[src/rtl/q_learn_pkg.sv]
`default_nettype none
// ============================================================================
// q_learn_pkg: shared widths, FSM encodings and RAM address helper.
// Revision: 1.0
// ============================================================================
package q_learn_pkg;

  localparam int N_STATES  = 16;
  localparam int N_ACTIONS = 4;
  localparam int QW        = 16;
  localparam int SW        = $clog2(N_STATES);
  localparam int ACW       = $clog2(N_ACTIONS);
  localparam int AW        = $clog2(N_STATES * N_ACTIONS);

  typedef logic [2:0] fsm_state_t;

  localparam fsm_state_t ST_IDLE  = 3'd0;
  localparam fsm_state_t ST_READ  = 3'd1;
  localparam fsm_state_t ST_DRAIN = 3'd2;
  localparam fsm_state_t ST_CALC  = 3'd3;
  localparam fsm_state_t ST_WRITE = 3'd4;

  function automatic int unsigned q_addr(input int unsigned s,
                                         input int unsigned a,
                                         input int unsigned n_act);
    return s * n_act + a;
  endfunction

endpackage
`default_nettype wire

[src/rtl/q_update_ctrl_if.sv]
`default_nettype none
// ============================================================================
// q_update_ctrl_if: agent request/response and Q-table RAM port bundle.
// Revision: 1.0
// ============================================================================
interface q_update_ctrl_if #(
  parameter int N_STATES  = 16,
  parameter int N_ACTIONS = 4,
  parameter int QW        = 16
);
  localparam int SW  = $clog2(N_STATES);
  localparam int ACW = $clog2(N_ACTIONS);
  localparam int AW  = $clog2(N_STATES * N_ACTIONS);

  logic           start;
  logic [SW-1:0]  state_cur;
  logic [ACW-1:0] action_cur;
  logic [SW-1:0]  state_next;
  logic [QW-1:0]  reward;
  logic [3:0]     gamma;
  logic [3:0]     alpha;
  logic           busy;
  logic           done;
  logic [QW-1:0]  new_q;
  logic [AW-1:0]  mem_addr;
  logic           mem_rd_en;
  logic [QW-1:0]  mem_rd_data;
  logic           mem_wr_en;
  logic [QW-1:0]  mem_wr_data;

  modport master (
    output start, state_cur, action_cur, state_next, reward, gamma, alpha,
    input  busy, done, new_q,
    input  mem_addr, mem_rd_en, mem_wr_en, mem_wr_data,
    output mem_rd_data
  );

  modport slave (
    input  start, state_cur, action_cur, state_next, reward, gamma, alpha,
    output busy, done, new_q,
    output mem_addr, mem_rd_en, mem_wr_en, mem_wr_data,
    input  mem_rd_data
  );

endinterface
`default_nettype wire

[src/rtl/q_calc.sv]
`default_nettype none
// ============================================================================
// q_calc: combinational shift-scaled Q update, wrap or saturate (Q_SAT_EN).
// Revision: 1.0
// ============================================================================
module q_calc #(
  parameter int QW = 16
) (
  input  wire logic signed [QW-1:0] old_q,
  input  wire logic signed [QW-1:0] max_q,
  input  wire logic signed [QW-1:0] reward,
  input  wire logic        [3:0]    gamma,
  input  wire logic        [3:0]    alpha,
  output logic             [QW-1:0] result
);
  localparam int EW = QW + 2;

  logic signed [EW-1:0] w_old;
  logic signed [EW-1:0] w_max;
  logic signed [EW-1:0] w_rew;
  logic signed [EW-1:0] w_shifted;
  logic signed [EW-1:0] w_delta;
  logic signed [EW-1:0] w_upd;

  assign w_old     = {{2{old_q[QW-1]}}, old_q};
  assign w_max     = {{2{max_q[QW-1]}}, max_q};
  assign w_rew     = {{2{reward[QW-1]}}, reward};
  assign w_shifted = w_max >>> gamma;
  assign w_delta   = w_rew + w_shifted - w_old;
  assign w_upd     = w_old + (w_delta >>> alpha);

`ifdef Q_SAT_EN
  // Out of range whenever the bits above the QW-bit sign are not all equal.
  logic w_ovf;
  assign w_ovf  = ~((&w_upd[EW-1:QW-1]) | ~(|w_upd[EW-1:QW-1]));
  assign result = w_ovf ? (w_upd[EW-1] ? {1'b1, {(QW-1){1'b0}}}
                                       : {1'b0, {(QW-1){1'b1}}})
                        : w_upd[QW-1:0];
`else
  logic w_unused_hi;
  assign w_unused_hi = ^w_upd[EW-1:QW];
  assign result      = w_upd[QW-1:0];
`endif

endmodule
`default_nettype wire

[src/rtl/q_update_ctrl.sv]
`default_nettype none
// ============================================================================
// q_update_ctrl: sequences one tabular Q-learning update per start request.
// Optional build macro: Q_SAT_EN (saturating result). Revision: 1.0
// ============================================================================
module q_update_ctrl
  import q_learn_pkg::*;
#(
  parameter int N_STATES  = q_learn_pkg::N_STATES,
  parameter int N_ACTIONS = q_learn_pkg::N_ACTIONS,
  parameter int QW        = q_learn_pkg::QW,
  parameter int AW        = $clog2(N_STATES * N_ACTIONS)
) (
  input  wire logic       clk,
  input  wire logic       rst_n,
  q_update_ctrl_if.slave  bus
);
  localparam int C_SW  = $clog2(N_STATES);
  localparam int C_ACW = $clog2(N_ACTIONS);
  localparam int C_IW  = $clog2(N_ACTIONS + 1);

  fsm_state_t              r_state;
  logic [C_IW-1:0]         r_idx;
  logic [C_SW-1:0]         r_s;
  logic [C_ACW-1:0]        r_a;
  logic [C_SW-1:0]         r_sn;
  logic signed [QW-1:0]    r_reward;
  logic [3:0]              r_gamma;
  logic [3:0]              r_alpha;
  logic signed [QW-1:0]    r_old_q;
  logic signed [QW-1:0]    r_max_q;
  logic                    r_pend;
  logic [C_IW-1:0]         r_pend_idx;
  logic [QW-1:0]           r_new_q;

  logic                    w_rd_en;
  logic                    w_wr_en;
  logic [AW-1:0]           w_addr;
  logic [QW-1:0]           w_result;
  logic signed [QW-1:0]    w_rd_q;

  assign w_rd_en = (r_state == ST_READ);
  assign w_wr_en = (r_state == ST_WRITE);
  assign w_rd_q  = $signed(bus.mem_rd_data);

  // Scan slot 0 is Q(s,a); slots 1..N_ACTIONS walk Q(s',0..N_ACTIONS-1).
  always_comb begin
    w_addr = '0;
    if (w_rd_en) begin
      if (r_idx == '0)
        w_addr = AW'(q_addr(32'(r_s), 32'(r_a), N_ACTIONS));
      else
        w_addr = AW'(q_addr(32'(r_sn), 32'(r_idx) - 32'd1, N_ACTIONS));
    end else if (w_wr_en) begin
      w_addr = AW'(q_addr(32'(r_s), 32'(r_a), N_ACTIONS));
    end
  end

  q_calc #(.QW(QW)) u_calc (
    .old_q  (r_old_q),
    .max_q  (r_max_q),
    .reward (r_reward),
    .gamma  (r_gamma),
    .alpha  (r_alpha),
    .result (w_result)
  );

  always_ff @(posedge clk or negedge rst_n) begin
    if (!rst_n) begin
      r_state    <= ST_IDLE;
      r_idx      <= '0;
      r_s        <= '0;
      r_a        <= '0;
      r_sn       <= '0;
      r_reward   <= '0;
      r_gamma    <= '0;
      r_alpha    <= '0;
      r_old_q    <= '0;
      r_max_q    <= '0;
      r_pend     <= 1'b0;
      r_pend_idx <= '0;
      r_new_q    <= '0;
    end else begin
      r_pend     <= w_rd_en;
      r_pend_idx <= r_idx;

      // Read data lands one cycle after its strobe, tagged by the delayed slot.
      if (r_pend) begin
        if (r_pend_idx == '0)
          r_old_q <= w_rd_q;
        else if (r_pend_idx == C_IW'(1) || w_rd_q > r_max_q)
          r_max_q <= w_rd_q;
      end

      case (r_state)
        ST_IDLE: begin
          if (bus.start) begin
            r_s      <= bus.state_cur;
            r_a      <= bus.action_cur;
            r_sn     <= bus.state_next;
            r_reward <= $signed(bus.reward);
            r_gamma  <= bus.gamma;
            r_alpha  <= bus.alpha;
            r_idx    <= '0;
            r_state  <= ST_READ;
          end
        end
        ST_READ: begin
          if (r_idx == C_IW'(N_ACTIONS))
            r_state <= ST_DRAIN;
          else
            r_idx <= r_idx + C_IW'(1);
        end
        ST_DRAIN: r_state <= ST_CALC;
        ST_CALC: begin
          r_new_q <= w_result;
          r_state <= ST_WRITE;
        end
        ST_WRITE: r_state <= ST_IDLE;
        default:  r_state <= ST_IDLE;
      endcase
    end
  end

  assign bus.busy        = (r_state != ST_IDLE);
  assign bus.done        = w_wr_en;
  assign bus.new_q       = r_new_q;
  assign bus.mem_addr    = w_addr;
  assign bus.mem_rd_en   = w_rd_en;
  assign bus.mem_wr_en   = w_wr_en;
  assign bus.mem_wr_data = w_wr_en ? r_new_q : '0;

endmodule
`default_nettype wire

[src/flat_wrapper.sv]
// flat-port wrapper written by rule: the top's interface ports become plain ports
module q_update_ctrl_flat import q_learn_pkg::*;
#(
  parameter int N_STATES  = q_learn_pkg::N_STATES,
  parameter int N_ACTIONS = q_learn_pkg::N_ACTIONS,
  parameter int QW        = q_learn_pkg::QW,
  parameter int AW        = $clog2(N_STATES * N_ACTIONS)
)
  (clk, rst_n, bus_start, bus_state_cur, bus_action_cur, bus_state_next, bus_reward, bus_gamma, bus_alpha, bus_busy, bus_done, bus_new_q, bus_mem_addr, bus_mem_rd_en, bus_mem_wr_en, bus_mem_wr_data, bus_mem_rd_data);
  q_update_ctrl_if #(.N_STATES(N_STATES), .N_ACTIONS(N_ACTIONS), .QW(QW)) bus_i ();
  input  wire logic clk;
  input  wire logic rst_n;
  input wire logic [$bits(bus_i.start)-1:0] bus_start;
  input wire logic [$bits(bus_i.state_cur)-1:0] bus_state_cur;
  input wire logic [$bits(bus_i.action_cur)-1:0] bus_action_cur;
  input wire logic [$bits(bus_i.state_next)-1:0] bus_state_next;
  input wire logic [$bits(bus_i.reward)-1:0] bus_reward;
  input wire logic [$bits(bus_i.gamma)-1:0] bus_gamma;
  input wire logic [$bits(bus_i.alpha)-1:0] bus_alpha;
  output wire logic [$bits(bus_i.busy)-1:0] bus_busy;
  output wire logic [$bits(bus_i.done)-1:0] bus_done;
  output wire logic [$bits(bus_i.new_q)-1:0] bus_new_q;
  output wire logic [$bits(bus_i.mem_addr)-1:0] bus_mem_addr;
  output wire logic [$bits(bus_i.mem_rd_en)-1:0] bus_mem_rd_en;
  output wire logic [$bits(bus_i.mem_wr_en)-1:0] bus_mem_wr_en;
  output wire logic [$bits(bus_i.mem_wr_data)-1:0] bus_mem_wr_data;
  input wire logic [$bits(bus_i.mem_rd_data)-1:0] bus_mem_rd_data;
  assign bus_i.start = bus_start;
  assign bus_i.state_cur = bus_state_cur;
  assign bus_i.action_cur = bus_action_cur;
  assign bus_i.state_next = bus_state_next;
  assign bus_i.reward = bus_reward;
  assign bus_i.gamma = bus_gamma;
  assign bus_i.alpha = bus_alpha;
  assign bus_busy = bus_i.busy;
  assign bus_done = bus_i.done;
  assign bus_new_q = bus_i.new_q;
  assign bus_mem_addr = bus_i.mem_addr;
  assign bus_mem_rd_en = bus_i.mem_rd_en;
  assign bus_mem_wr_en = bus_i.mem_wr_en;
  assign bus_mem_wr_data = bus_i.mem_wr_data;
  assign bus_i.mem_rd_data = bus_mem_rd_data;
  q_update_ctrl #(.N_STATES(N_STATES), .N_ACTIONS(N_ACTIONS), .QW(QW), .AW(AW)) u_core (.clk(clk), .rst_n(rst_n), .bus(bus_i));
endmodule
[config.mk]
export PLATFORM = sky130hd
export DESIGN_NAME = q_update_ctrl_flat
export DESIGN_NICKNAME = d
export VERILOG_FILES = /design/src/rtl/q_learn_pkg.sv /design/src/rtl/q_update_ctrl_if.sv /design/src/rtl/q_calc.sv /design/src/rtl/q_update_ctrl.sv /design/src/flat_wrapper.sv
export SDC_FILE = /design/constraint.sdc
export NUM_CORES = 1
export LEC_CHECK = 0
export ABC_AREA = 0
export CAP_MARGIN = 20
export CORE_ASPECT_RATIO = 0.9
export CORE_UTILIZATION = 35
export CTS_BUF_LIST = sky130_fd_sc_hd__clkbuf_16
export DETAILED_ROUTE_END_ITERATION = 8
export MAX_ROUTING_LAYER = met4
export PLACE_DENSITY_LB_ADDON = 0.08
export SLEW_MARGIN = 25
export SYNTH_ARGS = -nofsm -noshare
export SYNTH_HDL_FRONTEND = slang
export SYNTH_SLANG_ARGS = --single-unit
[constraint.sdc]
create_clock -name clk -period 16.8 [get_ports clk]
set_input_delay 4.2 -clock clk [delete_from_list [all_inputs] [get_ports clk]]
set_output_delay 4.2 -clock clk [all_outputs]
set_load 0.01 [all_outputs]
==> impl_metrics.csv, run 1 <==
group,metric,value,unit
global_routing,grtUsageTotal,0.211,
sta,slew_headroom,0.452,
clock_network,clk_pin_slew,0.07,ns
sta,finClkSkew,0.00973,ns
die,num_io_pins,95,
layout,multi_input_area,5240,sq um
worst_setup_path,reg2reg_depth,26,
synth,synth_fp_nets,1070,
synth,ys_types,71,
sta,final_hold_viol_count,0,
global_routing,first_global_vias,6646,
run_status,status,"complete, no violations",
global_routing,grt_max_degree,51,
layout,final_cell_area,9510,sq um
clock_network,cts_root_buf,"clkbuf_16",
placement,portBuffers,94,
clock_network,cts_resized,0,
min_path,hold_class,"flop to flop",
min_path,worstHoldPathCells,0,
worst_setup_path,cp-start-kind,"flop",
global_routing,grt_pass1_wl,37700,um
sta,finalSetupTns,0,ns
layout,seq_area,2300,sq um
synth,synth_seq_cells,92,
worst_setup_path,cp_common_cell,"o21ai_0",
synth,syn_area,8090,sq um
clock_network,numClockSinks,92,
clock_network,cts_tree,"yes",
worst_setup_path,crit_family,"compound AO/OA/AOI/OAI gates",
worst_setup_path,r2r_slack,9.57,ns
die,fp.coreArea,22600,sq um
sta,max_freq,138,MHz
worst_setup_path,crit_type,"flop to flop",
routing,wl,23300,um
layout,layout.cells.most_common,"nand2_1",
sta,fin_crit,7.23,ns
synth,yosysTopAreaCellShare,0.285,
routing,firstDrtPassIters,5,
synth,synth_edf_count,0,
sta,finalSetupViolations,0,
die,die_h,146,um
clock_network,insertion_delay,0.36,ns
routing,vias,7080,
die,row_count,52,
worst_setup_path,path_buf_inv,2,
worst_setup_path,crit_fanout,17,
layout,post_route_cells_drive_above_1_share,0.0984,
synth,synth-main-ff-cell,"dfrtp_1",
worst_setup_path,end_kind,"flop",
routing,ant_nets,0,
run,maxCapViolCount,0,
worst_setup_path,max_stage_delay,0.72,ns
layout,final_cell_mix,"nand2_1 (99), clkdlybuf4s50_1 (93), dfrtp_1 (92)",
synth,synth_warnings,0,
clock_network,htree_levels,3,
layout,post-route-util,0.421,
die,die_w,162,um
synth,ys_seq_area_frac,0.285,
sta,fin_crit_sh,0.430,
synth,synth_area_leader_cell,"dfrtp_1",
clock_network,post-cts-setup-buffers,0,
die,initial_core_util,0.358,
sta,rsz0062_at_grt,"no",
global_routing,antenna_found_initial,0,
worst_setup_path,cp_slowest_cell,"dfrtp_1",
worst_setup_path,cp_data_required_time,17.09,ns
placement,placed_cell_area,9230,sq um
global_routing,grt-ovfl-total,0,
placement,place.gp.congestion,0.874,
routing,viasPerCell,5.43,
worst_setup_path,arrival,7.52,ns
clock_network,cts_made_buffers,9,
layout,diodes,0,
placement,hpwl,17900,um
clock_network,cts_buffer_depth,2,
worst_setup_path,worstSetupPathDepth,26,
routing,wl_per_cell,17.9,um
routing,drc_errors,0,
synth,synthCells,944,
layout,area_delta_synth_final,17.5,%
clock_network,cts_hold_buf,0,
sta,slew_viol_final,0,
layout,fill_cells,2285,
synth,syn_area_per_cell,8.57,sq um
routing,drt_iter0_markers,719,
die,die-area,23700,sq um
sta,worstMarginPinSlew,0.822,ns
synth,synthTopCellsByArea,"dfrtp_1 (28%), ha_1 (8.5%), o21ai_0 (5.4%)",
synth,async_flop_share,1.00,
layout,final_nets,1127,
[Yosys cell counts, drive strengths merged (12+ instances only)]
cell type,number
inv,87
a222oi,16
a21oi,35
mux2i,20
nor3,13
nor2,49
o211ai,23
and2,25
fa,18
dfrtp,92
clkbuf,41
a21o,12
ha,55
mux2,38
nand4,22
nand3,32
o21ai,94
a211oi,13
buf,13
nand2,99
xnor2,16
[worst paths after layout]
path                                   startpoint                    to
min in group asynchronous                   rst_n     u_core.r_old_q[7]
worst max-delay path            u_core.r_gamma[0]  u_core.bus.new_q[14]
worst min register to register    u_core.r_idx[1]  u_core.r_pend_idx[1]
worst min-delay path              u_core.r_idx[1]  u_core.r_pend_idx[1]
max in group asynchronous                   rst_n   u_core.r_reward[13]
worst max register to register  u_core.r_gamma[0]  u_core.bus.new_q[14]
[sequential cells by signal (all words and copies together) (netlist names)]
register           cells
u_core.bus.new_q      16
u_core.r_old_q        16
u_core.r_idx           3
u_core.r_state         3
u_core.r_alpha         4
u_core.r_reward       16
u_core.r_pend          1
u_core.r_sn            4
u_core.r_gamma         4
u_core.r_a             2
u_core.r_max_q        16
u_core.r_pend_idx      3
u_core.r_s             4
[final cells by class]
cell class                      instances  area share
Tap cell                              297      0.0391
Inverter                               90      0.0355
Clock buffer                            9      0.0237
Timing Repair Buffer                  100       0.103
Multi-Input combinational cell        708       0.551
Sequential cell                        92       0.242
Clock inverter                          7     0.00539
[logic make-up after synthesis]
group | count (synthesis) | synth area share
flops | 92 | 0.285
mux | 67 | 0.104
fa+ha+maj | 73 | 0.130
simple gates | 295 | 0.179
compound gates | 247 | 0.204
buf+inv | 144 | 0.0708
xor+xnor | 26 | 0.0281
[layer usage]
metal  share of wire  vias to the layer above  track usage
met2            0.40                      208        0.282
met4           0.014                        0       0.0538
met1            0.54                     3370        0.326
met5               0                        -            -
li1                -                     3487            -
met3           0.051                       15       0.0315
[per-stage QoR]
| stage | std cells | hold slack (ns) | setup WS [ns] |
|---|---|---|---|
| after global routing | 1303 | 0.491 | 8.96 |
| after CTS | 1303 | 0.469 | 9.58 |
| final | 1303 | 0.464 | 9.57 |
| after detailed placement | 1287 | 0.439 | 9.31 |
| after global placement | 1287 | 0.435 | 9.35 |
| after floorplan | 944 | 0.398 | 10.24 |
Power of run 1 is left out: the tool's default activity adds up to more than one toggle a clock period on the data nets, which glitch-free logic cannot reach.
==> run 2: changes to the inputs <==
==> constraint.sdc (replaced) <==
create_clock -name clk -period 7.1 [get_ports clk]
set_input_delay 1.775 -clock clk [delete_from_list [all_inputs] [get_ports clk]]
set_output_delay 1.775 -clock clk [all_outputs]
set_load 0.01 [all_outputs]
==> impl_metrics.csv, run 2 (synthesis results as in run 1) <==
group,metric,value,unit
sta,finClkSkew,0.0146,ns
sta,worstMarginPinSlew,0.880,ns
clock_network,htree_levels,3,
global_routing,antenna_found_initial,0,
die,die-area,23700,sq um
clock_network,clk_pin_slew,0.07,ns
sta,fin_ws,0.438,ns
layout,post_route_cells_drive_above_1_share,0.130,
sta,final_hold_viol_count,0,
run,maxCapViolCount,0,
sta,rsz0062_at_grt,"no",
worst_setup_path,crit_fanout,8,
worst_setup_path,crit_type,"flop to flop",
worst_setup_path,cp-start-kind,"flop",
routing,viasPerCell,5.41,
clock_network,cts_buffer_depth,2,
clock_network,cts_tree,"yes",
routing,wl,23400,um
global_routing,grt-ovfl-total,0,
global_routing,grtUsageTotal,0.212,
worst_setup_path,cp_common_cell,"o21ai_0",
clock_network,insertion_delay,0.36,ns
placement,hpwl,17800,um
sta,fin_crit_sh,0.938,
die,fp.coreArea,22600,sq um
placement,portBuffers,94,
worst_setup_path,max_stage_delay,0.53,ns
worst_setup_path,cp_slowest_cell,"dfrtp_4",
sta,finalSetupTns,0,ns
die,row_count,52,
layout,final_cell_mix,"nand2_1 (99), clkdlybuf4s50_1 (93), dfrtp_1 (90)",
worst_setup_path,arrival,6.95,ns
clock_network,cts_root_buf,"clkbuf_16",
placement,place.gp.congestion,0.901,
layout,diodes,0,
die,initial_core_util,0.358,
layout,post-route-util,0.432,
clock_network,cts_hold_buf,0,
sta,fin_crit,6.66,ns
routing,drc_errors,0,
worst_setup_path,cp_data_required_time,7.39,ns
die,num_io_pins,95,
sta,finalSetupViolations,0,
clock_network,numClockSinks,92,
layout,layout.cells.most_common,"nand2_1",
global_routing,grt_pass1_wl,38200,um
routing,firstDrtPassIters,7,
placement,pre_cts_slack,0.0435,ns
sta,max_freq,150,MHz
clock_network,cts_made_buffers,9,
routing,wl_per_cell,17.7,um
routing,drt_iter0_markers,646,
routing,ant_nets,0,
layout,final_nets,1145,
layout,area_delta_synth_final,20.5,%
placement,dp_cells,1299,
min_path,hold_class,"flop to flop",
routing,vias,7148,
worst_setup_path,end_kind,"flop",
die,die_w,162,um
die,die_h,146,um
global_routing,first_global_vias,6779,
layout,layoutNonFillerInstCount,1321,
sta,slew_viol_final,0,
sta,slew_headroom,0.412,
global_routing,grt_max_degree,60,
run_status,status,"complete, no violations",
[run 2: per-stage QoR]
step	hold slack, ns	instance area (sq um)
6_report	0.444	9750
5_1_grt	0.479	9750
4_1_cts	0.447	9630
3_5_place_dp	0.432	9320
3_3_place_gp	0.427	9320
2_1_floorplan	0.398	8090
[run 2: worst paths after layout]
check | start | slack [ns] | cells after the start | end
worst max-delay path | u_core.r_gamma[1] | 0.44 | 28 | u_core.bus.new_q[14]
worst min-delay path | u_core.r_idx[1] | 0.44 | 0 | u_core.r_pend_idx[1]
worst max register to register | u_core.r_gamma[1] | 0.44 | 28 | u_core.bus.new_q[14]
worst min register to register | u_core.r_idx[1] | 0.44 | 0 | u_core.r_pend_idx[1]
max in group asynchronous | rst_n | 4.52 | 2 | u_core.r_gamma[1]
min in group asynchronous | rst_n | 1.36 | 1 | u_core.r_max_q[6]
[run 2: per-layer routing]
layer / vias up / global-route usage / share of wire
met2: 231 / 0.285 / 0.40
met4: 0 / 0.0420 / 0.011
li1: 3524 / - / -
met3: 19 / 0.0375 / 0.057
met5: - / - / 0
met1: 3374 / 0.325 / 0.53
[run 2: timing repair]
action / in CTS / in global routing
endpoints found under the setup margin: 0 / 8
setup buffers: 0 / 6
gates resized for setup: 0 / 29
[run 2: area by class of cell]
| cell class | instances | area (sq um) |
|---|---|---|
| fill | 2283 | 12800 |
| multi-input combinational | 708 | 5300 |
| sequential | 92 | 2310 |
| timing repair buffer | 118 | 1120 |
| tap | 297 | 372 |
| inverter | 90 | 342 |
| clock buffer | 9 | 225 |
| clock inverter | 7 | 85.1 |
[run 2: critical path, delay by kind of cell, from the launching register on]
family,cells,cell delay (ns)
AND/OR/NAND/NOR,8,1.64
multiplexers,1,0.50
adder cells (fa/ha/maj),3,1.15
AO/OA/AOI/OAI,14,2.56
flip-flops,1,0.53
buffers and inverters,2,0.23
Power of run 2 is left out for the same reason.
==> run 3: changes to the inputs <==
--- a/config.mk
+++ b/config.mk
@@ -12,7 +12,7 @@
 export CTS_BUF_LIST = sky130_fd_sc_hd__clkbuf_16
 export DETAILED_ROUTE_END_ITERATION = 8
 export MAX_ROUTING_LAYER = met4
-export PLACE_DENSITY_LB_ADDON = 0.08
+export PLACE_DENSITY = 0.5
 export SLEW_MARGIN = 25
 export SYNTH_ARGS = -nofsm -noshare
 export SYNTH_HDL_FRONTEND = slang
==> impl_metrics.csv, run 3 (synthesis results as in run 1) <==
group,metric,value,unit
run_status,status,"complete, no violations",
routing,wl_per_cell,17.9,um
sta,max_freq,148,MHz
clock_network,cts_hold_buf,0,
sta,worstMarginPinSlew,0.871,ns
global_routing,grtUsageTotal,0.212,
clock_network,numClockSinks,92,
die,num_io_pins,95,
worst_setup_path,r2r_slack,0.36,ns
die,fp.coreArea,22600,sq um
clock_network,cts_buffer_depth,2,
clock_network,htree_levels,3,
layout,layout.cells.most_common,"nand2_1",
die,die_w,162,um
die,die_h,146,um
routing,drt_iter0_markers,550,
min_path,worstHoldPathCells,0,
worst_setup_path,crit_type,"flop to flop",
worst_setup_path,r2r_start,"u_core.r_gamma[1]",
routing,viasPerCell,5.38,
layout,final_cell_mix,"nand2_1 (99), clkdlybuf4s50_1 (93), dfrtp_1 (90)",
sta,fin_crit_sh,0.950,
layout,seq_area,2310,sq um
worst_setup_path,crit_start,"u_core.r_gamma[1]",
worst_setup_path,crit_fanout,6,
worst_setup_path,reg2reg_depth,28,
clock_network,clk_pin_slew,0.07,ns
placement,portBuffers,94,
layout,post_route_cells_drive_above_1_share,0.128,
routing,vias,7104,
die,die-area,23700,sq um
min_path,worstHoldEndpoint,"u_core.r_pend_idx[1]",
worst_setup_path,end_kind,"flop",
die,initial_core_util,0.358,
routing,firstDrtPassIters,5,
clock_network,insertion_delay,0.36,ns
sta,slew_headroom,0.418,
worst_setup_path,r2r-end,"u_core.bus.new_q[14]",
worst_setup_path,cp_slowest_cell,"mux4_2",
global_routing,grt_pass1_wl,38000,um
die,row_count,52,
routing,ant_nets,0,
layout,diodes,0,
sta,finClkSkew,0.0154,ns
global_routing,grt-ovfl-total,0,
layout,multi_input_area,5310,sq um
sta,slew_viol_final,0,
global_routing,first_global_vias,6642,
global_routing,antenna_found_initial,0,
sta,final_hold_viol_count,0,
sta,finalSetupViolations,0,
sta,hold_ws,0.447,ns
sta,fin_crit,6.74,ns
worst_setup_path,cp-start-kind,"flop",
min_path,hold_class,"flop to flop",
clock_network,cts_root_buf,"clkbuf_16",
layout,fill_cells,2261,
worst_setup_path,arrival,7.03,ns
layout,area_delta_synth_final,20.6,%
clock_network,cts_made_buffers,9,
global_routing,grt_max_degree,49,
placement,hpwl,18200,um
worst_setup_path,max_stage_delay,0.54,ns
layout,final_nets,1145,
clock_network,cts_tree,"yes",
routing,wl,23700,um
placement,place.gp.congestion,0.875,
worst_setup_path,cp_data_required_time,7.38,ns
run,maxCapViolCount,0,
min_path,min-delay-start,"u_core.r_idx[1]",
routing,drc_errors,0,
## run 3: routing by layer
layer | track usage | vias up | part of all wire
met3 | 0.0318 | 18 | 0.050
met1 | 0.326 | 3360 | 0.53
met5 | - | - | 0
met4 | 0.0533 | 0 | 0.016
met2 | 0.283 | 194 | 0.40
li1 | - | 3532 | -
## run 3: worst max path at each step
stage                                 to  slack [ns]  cells after the start
finish              u_core.bus.new_q[14]        0.36                     28
global route        u_core.bus.new_q[14]       -0.02                     28
CTS                 u_core.bus.new_q[14]        0.07                     27
detailed placement  u_core.bus.new_q[14]        0.01                     28
global placement    u_core.bus.new_q[14]        0.05                     26
floorplan           u_core.bus.new_q[14]        0.64                     28
## run 3: worst max-delay path: cells and delay by family, from the launching register on
family | cells | cell delay [ns]
compound gates | 12 | 2.21
xor+xnor | 1 | 0.18
flops | 1 | 0.52
mux | 3 | 0.88
fa+ha+maj | 3 | 1.23
buf+inv | 2 | 0.23
simple gates | 7 | 1.44
## run 3: area by class of cell
cell class,count,share of cell area
multi-input cells,708,0.544
flip-flops and latches,92,0.236
inverters,90,0.0350
clock inverters,7,0.00897
clock buffers,9,0.0231
well taps,297,0.0381
repair buffers,118,0.115
## run 3: per-stage QoR
| stage | TNS, ns | instance area (sq um) | util | setup WS (ns) | cells |
|---|---|---|---|---|---|
| finish | 0 | 9760 | 0.432 | 0.355 | 1321 |
| CTS | 0 | 9630 | 0.427 | 0.0739 | 1315 |
| floorplan | 0 | 8090 | - | 0.641 | 944 |
| detailed placement | 0 | 9320 | 0.413 | 0.0134 | 1299 |
| global placement | 0 | 9320 | 0.413 | 0.0482 | 1299 |
| global route | -0.0160 | 9760 | 0.432 | -0.0160 | 1321 |
## run 3: timing repair
action,in CTS,in global routing
pin swaps,0,6
hold endpoints to repair,0,0
resized for setup,1,26
setup buffers,0,6
endpoints found under the setup margin,1,6
Power of run 3 is left out for the same reason.
